File: config.mk
export PLATFORM = sky130hd
export DESIGN_NAME = mr_wb_arbiter_flat
export DESIGN_NICKNAME = d
export VERILOG_FILES = /design/src/rtl/mr_wb_arbiter_if.sv /design/src/rtl/mr_wb_arbiter.sv /design/src/flat_wrapper.sv
export SDC_FILE = /design/constraint.sdc
export NUM_CORES = 1
export LEC_CHECK = 0
export ABC_AREA = 1
export CORE_ASPECT_RATIO = 1.4
export CORE_MARGIN = 4
export CORE_UTILIZATION = 26
export DETAILED_ROUTE_END_ITERATION = 7
export PLACE_DENSITY = 0.81
export SYNTH_ARGS = -nofsm -noshare
export SYNTH_HDL_FRONTEND = slang
export SYNTH_SLANG_ARGS = --single-unit
File: constraint.sdc
create_clock -name clk -period 2.9 [get_ports clk]
set_input_delay 0.87 -clock clk [delete_from_list [all_inputs] [get_ports clk]]
set_output_delay 0.87 -clock clk [all_outputs]
set_load 0.03 [all_outputs]
File: src/rtl/mr_wb_arbiter_if.sv
// Pipelined Wishbone B4 request/response bundle used on both sides of the arbiter.
//  master modport: drives adr/dat/we/sel/stb/cyc, receives ack/err/stall
//  slave  modport: receives the request, drives ack/err/stall
//  XLEN sets address/data width; sel is XLEN/8 bits. Read data is not carried here.
interface mr_wb_arbiter_if #(
  parameter int unsigned XLEN = 32
);
  localparam int unsigned SELW = XLEN / 8;

  logic [XLEN-1:0] adr;
  logic [XLEN-1:0] dat;
  logic            we;
  logic [SELW-1:0] sel;
  logic            stb;
  logic            cyc;
  logic            ack;
  logic            err;
  logic            stall;

  modport master (
    output adr, dat, we, sel, stb, cyc,
    input  ack, err, stall
  );

  modport slave (
    input  adr, dat, we, sel, stb, cyc,
    output ack, err, stall
  );
endinterface

File: src/rtl/mr_wb_arbiter.sv
// Two-master pipelined Wishbone B4 arbiter: ifetch (m0) and load-store (m1) share one
// memory slave. One bus tenure per CYC assertion, outstanding strobes capped at
// MAX_OUTST, and m0 gains priority after waiting STARVE_LIMIT cycles (no preemption).
// Ports:
//  clk, rst   system clock, synchronous active-high reset
//  m0, m1     master-side buses (slave modport); non-owner sees stall=1, ack=err=0
//  s          slave-side bus (master modport), request muxed from the owner
//  grant      registered one-hot owner {m1,m0}; 00 = idle
//  timeout    one-cycle pulse on ack watchdog expiry
// Optional feature: define MR_ARB_TIMEOUT_EN to add the ack watchdog (TIMEOUT_CYC);
// without it timeout is tied low and a hung slave stalls the owner indefinitely.
module mr_wb_arbiter #(
  parameter int unsigned MAX_OUTST    = 4,
  parameter int unsigned STARVE_LIMIT = 16,
  parameter int unsigned TIMEOUT_CYC  = 255
) (
  input  logic                 clk,
  input  logic                 rst,
  mr_wb_arbiter_if.slave       m0,
  mr_wb_arbiter_if.slave       m1,
  mr_wb_arbiter_if.master      s,
  output logic [1:0]           grant,
  output logic                 timeout
);

  localparam int unsigned OW = $clog2(MAX_OUTST + 1);
  localparam int unsigned SW = $clog2(STARVE_LIMIT + 1);

  typedef enum logic [1:0] {
    IDLE = 2'd0,
    OWN0 = 2'd1,
    OWN1 = 2'd2
  } state_t;

  state_t        state, state_nxt;
  logic [OW-1:0] outst, outst_nxt;
  logic [SW-1:0] starve_cnt, starve_nxt;
  logic          prio0, prio0_nxt;
  logic          cap, own_cyc, own_stb, accept, resp_ok, slave_resp;

  assign cap        = (outst == OW'(MAX_OUTST));
  assign slave_resp = s.ack | s.err;
  // Responses with nothing outstanding are stray and must not reach the owner
  assign resp_ok    = slave_resp && (outst != '0);

  // Next-state decode and owner-side request/response routing
  always_comb begin
    state_nxt = state;
    own_cyc   = 1'b0;
    own_stb   = 1'b0;
    s.adr     = '0;
    s.dat     = '0;
    s.we      = 1'b0;
    s.sel     = '0;
    s.stb     = 1'b0;
    s.cyc     = 1'b0;
    m0.ack    = 1'b0;
    m0.err    = 1'b0;
    m0.stall  = 1'b1;
    m1.ack    = 1'b0;
    m1.err    = 1'b0;
    m1.stall  = 1'b1;
    case (state)
      IDLE: begin
        if (m0.cyc && m1.cyc) state_nxt = prio0 ? OWN0 : OWN1;
        else if (m1.cyc)      state_nxt = OWN1;
        else if (m0.cyc)      state_nxt = OWN0;
      end
      OWN0: begin
        own_cyc  = m0.cyc;
        own_stb  = m0.stb;
        s.adr    = m0.adr;
        s.dat    = m0.dat;
        s.we     = m0.we;
        s.sel    = m0.sel;
        s.cyc    = m0.cyc;
        s.stb    = m0.stb & ~cap;
        m0.ack   = s.ack & resp_ok & ~timeout;
        m0.err   = (s.err & resp_ok) | timeout;
        m0.stall = s.stall | cap;
        if (!m0.cyc) state_nxt = IDLE;
      end
      OWN1: begin
        own_cyc  = m1.cyc;
        own_stb  = m1.stb;
        s.adr    = m1.adr;
        s.dat    = m1.dat;
        s.we     = m1.we;
        s.sel    = m1.sel;
        s.cyc    = m1.cyc;
        s.stb    = m1.stb & ~cap;
        m1.ack   = s.ack & resp_ok & ~timeout;
        m1.err   = (s.err & resp_ok) | timeout;
        m1.stall = s.stall | cap;
        if (!m1.cyc) state_nxt = IDLE;
      end
      default: state_nxt = IDLE;
    endcase
  end

  // Outstanding-strobe tracking and m0 starvation bookkeeping
  always_comb begin
    accept     = own_cyc & own_stb & ~cap & ~s.stall;
    outst_nxt  = outst;
    starve_nxt = '0;
    prio0_nxt  = prio0;
    if (state == IDLE || !own_cyc || timeout) begin
      outst_nxt = '0;
    end else if (accept && !resp_ok) begin
      outst_nxt = outst + OW'(1);
    end else if (!accept && resp_ok) begin
      outst_nxt = outst - OW'(1);
    end
    if (m0.cyc && state != OWN0) begin
      starve_nxt = (starve_cnt == SW'(STARVE_LIMIT)) ? starve_cnt : starve_cnt + SW'(1);
    end
    if (state_nxt == OWN0)                    prio0_nxt = 1'b0;
    else if (starve_nxt == SW'(STARVE_LIMIT)) prio0_nxt = 1'b1;
  end

  // State and counter registers
  always_ff @(posedge clk) begin
    if (rst) begin
      state      <= IDLE;
      grant      <= 2'b00;
      outst      <= '0;
      starve_cnt <= '0;
      prio0      <= 1'b0;
    end else begin
      state      <= state_nxt;
      grant      <= {state_nxt == OWN1, state_nxt == OWN0};
      outst      <= outst_nxt;
      starve_cnt <= starve_nxt;
      prio0      <= prio0_nxt;
    end
  end

`ifdef MR_ARB_TIMEOUT_EN
  localparam int unsigned WW = $clog2(TIMEOUT_CYC + 1);

  logic [WW-1:0] wd_cnt;
  logic          wd_hit;

  // Fires on the TIMEOUT_CYC-th consecutive response-less cycle with work outstanding
  assign wd_hit = (state != IDLE) && own_cyc && (outst != '0) && !slave_resp &&
                  !timeout && (wd_cnt == WW'(TIMEOUT_CYC - 1));

  always_ff @(posedge clk) begin
    if (rst) begin
      wd_cnt  <= '0;
      timeout <= 1'b0;
    end else begin
      timeout <= wd_hit;
      if (state == IDLE || outst == '0 || slave_resp || timeout || wd_hit) wd_cnt <= '0;
      else                                                                   wd_cnt <= wd_cnt + WW'(1);
    end
  end
`else
  logic unused_timeout_cfg;
  assign unused_timeout_cfg = (TIMEOUT_CYC != 0);
  assign timeout = 1'b0;
`endif

endmodule

File: src/flat_wrapper.sv
// flat-port wrapper written by rule: the top's interface ports become plain ports
module mr_wb_arbiter_flat 
#(
  parameter int unsigned MAX_OUTST    = 4,
  parameter int unsigned STARVE_LIMIT = 16,
  parameter int unsigned TIMEOUT_CYC  = 255
)
  (clk, rst, grant, timeout, m0_adr, m0_dat, m0_we, m0_sel, m0_stb, m0_cyc, m0_ack, m0_err, m0_stall, m1_adr, m1_dat, m1_we, m1_sel, m1_stb, m1_cyc, m1_ack, m1_err, m1_stall, s_adr, s_dat, s_we, s_sel, s_stb, s_cyc, s_ack, s_err, s_stall);
  mr_wb_arbiter_if #(.XLEN(32)) m0_i ();
  mr_wb_arbiter_if #(.XLEN(32)) m1_i ();
  mr_wb_arbiter_if #(.XLEN(32)) s_i ();
  input  logic clk;
  input  logic rst;
  output logic [1:0] grant;
  output logic timeout;
  input wire logic [$bits(m0_i.adr)-1:0] m0_adr;
  input wire logic [$bits(m0_i.dat)-1:0] m0_dat;
  input wire logic [$bits(m0_i.we)-1:0] m0_we;
  input wire logic [$bits(m0_i.sel)-1:0] m0_sel;
  input wire logic [$bits(m0_i.stb)-1:0] m0_stb;
  input wire logic [$bits(m0_i.cyc)-1:0] m0_cyc;
  output wire logic [$bits(m0_i.ack)-1:0] m0_ack;
  output wire logic [$bits(m0_i.err)-1:0] m0_err;
  output wire logic [$bits(m0_i.stall)-1:0] m0_stall;
  input wire logic [$bits(m1_i.adr)-1:0] m1_adr;
  input wire logic [$bits(m1_i.dat)-1:0] m1_dat;
  input wire logic [$bits(m1_i.we)-1:0] m1_we;
  input wire logic [$bits(m1_i.sel)-1:0] m1_sel;
  input wire logic [$bits(m1_i.stb)-1:0] m1_stb;
  input wire logic [$bits(m1_i.cyc)-1:0] m1_cyc;
  output wire logic [$bits(m1_i.ack)-1:0] m1_ack;
  output wire logic [$bits(m1_i.err)-1:0] m1_err;
  output wire logic [$bits(m1_i.stall)-1:0] m1_stall;
  output wire logic [$bits(s_i.adr)-1:0] s_adr;
  output wire logic [$bits(s_i.dat)-1:0] s_dat;
  output wire logic [$bits(s_i.we)-1:0] s_we;
  output wire logic [$bits(s_i.sel)-1:0] s_sel;
  output wire logic [$bits(s_i.stb)-1:0] s_stb;
  output wire logic [$bits(s_i.cyc)-1:0] s_cyc;
  input wire logic [$bits(s_i.ack)-1:0] s_ack;
  input wire logic [$bits(s_i.err)-1:0] s_err;
  input wire logic [$bits(s_i.stall)-1:0] s_stall;
  assign m0_i.adr = m0_adr;
  assign m0_i.dat = m0_dat;
  assign m0_i.we = m0_we;
  assign m0_i.sel = m0_sel;
  assign m0_i.stb = m0_stb;
  assign m0_i.cyc = m0_cyc;
  assign m0_ack = m0_i.ack;
  assign m0_err = m0_i.err;
  assign m0_stall = m0_i.stall;
  assign m1_i.adr = m1_adr;
  assign m1_i.dat = m1_dat;
  assign m1_i.we = m1_we;
  assign m1_i.sel = m1_sel;
  assign m1_i.stb = m1_stb;
  assign m1_i.cyc = m1_cyc;
  assign m1_ack = m1_i.ack;
  assign m1_err = m1_i.err;
  assign m1_stall = m1_i.stall;
  assign s_adr = s_i.adr;
  assign s_dat = s_i.dat;
  assign s_we = s_i.we;
  assign s_sel = s_i.sel;
  assign s_stb = s_i.stb;
  assign s_cyc = s_i.cyc;
  assign s_i.ack = s_ack;
  assign s_i.err = s_err;
  assign s_i.stall = s_stall;
  mr_wb_arbiter #(.MAX_OUTST(MAX_OUTST), .STARVE_LIMIT(STARVE_LIMIT), .TIMEOUT_CYC(TIMEOUT_CYC)) u_core (.clk(clk), .rst(rst), .m0(m0_i), .m1(m1_i), .s(s_i), .grant(grant), .timeout(timeout));
endmodule
==> metrics <==
status finished, final reports clean; Unique masters post-synth 25; crit path launch type primary input; drt pass-1 iters 4; gr usage total 20.72%; Initial DRC Count 159; clock skew 0.7610 ps; Final Cycle Share 97.89%; Final HPWL DP 7629 µm; vias in the first global route 2,986; final hold vios 0; H-tree depth 1; post-synthesis register bit count 13; synth warn 0; Finished Cell Area 4170 µm²; starting density of the core 27.14%; post-synth top area cell nand2_1; Clk Latency, worst-skew pair 240 ps; Final ANT Viol Nets 0; top-count cell post-synth nand2_1; CTS tree built; Syn Area/Cell 5.147 µm²; Core ar. 6656 µm²; ANT cells 0; worst path arrival time 1970 ps; PortBufs 225; largest net degree at the start of global routing 60; IO Pins 227; Clock Path Buffers 2; CP Capture Type output port; Pins Over Slew Limit 0; chip height 106.6 µm; DRC 0; Placer Congestion 0.9809; fin cells 661; Post-Synthesis Cell Area 1807 µm²; placed cells 656; share of layout cells above drive strength 1 18.98%; kind of critical path in -> out; Layout Nets 725; area grow syn2layout 130.8%; final worst slack 61.30 ps; WP data required 2030 ps; pre-CTS WS -181.7 ps; gate count of the mapped netlist 351; vias 3,025; first-pass GRT wire length 14,080 µm; clock sinks 13; synth top area cells nand2_1 34%, a21oi_1 20%, dfxtp_1 14%; Period minus WS final 2839 ps; Post-DP Area 4114 µm²; routed len/inst 14.01 µm; prevailing post-synth register cell dfxtp_1; Die X 78.45 µm; routed vias/inst 4.576; CP max FO 2; register area share after synthesis 14.40%; Yosys top cell area share 33.86%; P_leak 1.641 nW; global route overflow 0; Post-synth EDFFs 0; number of max-cap violations 0; final setup violation count 0; Synth top cells by count 163 x nand2_1, 73 x a21oi_1, 22 x nor2_1; CTS Buf Count 3; Max Freq 0.3523 GHz; CTS root buf clkbuf_8; Synth Net Count 506; cts hold-fix bufs 0; Hold Path Class reg -> reg; PwrDens 231.3 nW/µm²; initial antenna violation count 0; Routed WL 9259 µm; Synth async-reset ratio 0%; Min Hold Slack 490.7 ps; Peak VDD IR 0.2177 mV; Reg clk slew, reported paths 50 ps; Placement Rows 35; die footprint 8366 µm²
-- placed cells by master, fill, tap and decap left out --
master	synthesis	routed
nand2_1	163	163
clkdlybuf4s50_1	0	148
buf_4	2	79
a21oi_1	73	72
nor2_1	22	22
inv_1	14	14
dfxtp_1	13	13
buf_12	0	12
nand3_1	8	8
ha_1	7	5
inv_2	4	4
o21ai_2	3	3
nor3_1	3	3
xor2_1	3	3
clkbuf_8	0	3
nor2_4	2	2
o21ai_0	3	2
o21ai_1	1	2
ha_2	0	2
a21oi_2	0	1
a211oi_1	1	1
nand2_2	1	1
o21bai_1	1	1
nand4_1	1	1
nor3_2	1	1
fa_1	1	1
conb_1	1	1
clkbuf_1	5	1
-- area by class of cell --
class | count | area [µm²]
tap | 92 | 115.1
clock buffer | 4 | 45.04
multi-input combinational | 295 | 1368
fill | 609 | 2486
sequential | 13 | 260.3
timing repair buffer | 239 | 2315
inverter | 18 | 67.56
-- final timing paths --
path | startpoint | slack [ps] | endpoint | cells past startpoint
hold reg to reg | u_core.prio0$_SDFFE_PP0N_ | 490 | u_core.prio0$_SDFFE_PP0N_ | 2
setup reg to reg | u_core.state[1]$_SDFF_PP0_ | 480 | u_core.outst[2]$_SDFFE_PP0P_ | 15
hold / removal | u_core.prio0$_SDFFE_PP0N_ | 490 | u_core.prio0$_SDFFE_PP0N_ | 2
setup / recovery | m0_cyc | 60 | s_cyc | 7
-- worst max-delay path, stage by stage --
cell             delay [ps]
clkdlybuf4s50_1         500
inv_2                    50
o21ai_2                 140
inv_2                    70
nor2_4                   80
buf_4                   110
buf_4                   150
-- power breakdown --
group | switching [mW] | total (mW) | internal, mW
logic | 0.305 | 0.619 | 0.314
registers | 0.00516 | 0.190 | 0.185
clock network | 0.0593 | 0.156 | 0.0967
total | 0.369 | 0.964 | 0.595
-- sequential cells by signal, indices dropped and copies added (netlist names) --
name and cells:
u_core.outst 3, u_core.grant 2, u_core.state 2, u_core.starve_cnt 5, u_core.prio0 1
-- cell families after synthesis --
logic type | after synthesis | synth area share [%]
adder cells (fa/ha/maj) | 8 | 5.956
buffers and inverters | 43 | 10.39
other | 1 | 0.2076
AND/OR/NAND/NOR | 201 | 43.98
flip-flops | 13 | 14.40
XOR/XNOR | 3 | 1.455
AO/OA/AOI/OAI | 82 | 23.62
-- metrics by stage --
| step | util (%) | TNS (ps) | power, mW |
|---|---|---|---|
| 2_1_floorplan | - | 0 | 0.4662 |
| 3_3_place_gp | 61.80 | -129.5 | 0.8030 |
| 3_5_place_dp | 61.80 | -181.7 | 0.8097 |
| 4_1_cts | 62.48 | 0 | 0.9710 |
| 5_1_grt | 62.65 | -6.722 | 1.026 |
| 6_report | 62.65 | 0 | 0.9644 |
-- what timing repair did --
| action | in CTS | in global routing |
|---|---|---|
| setup buffers | 0 | 1 |
| resized for setup | 0 | 2 |
| setup endpoints to repair | 0 | 2 |
-- per-layer routing --
metal / track usage, % / vias up / wire length (µm)
met5: 0 / - / 0
met2: 40.26 / 133 / 4863
met1: 21.69 / 1332 / 3421
met3: 5.546 / 11 / 827
met4: 5.000 / 0 / 147
li1: - / 1549 / -
No activity file was read; power rests on OpenSTA's default activity.
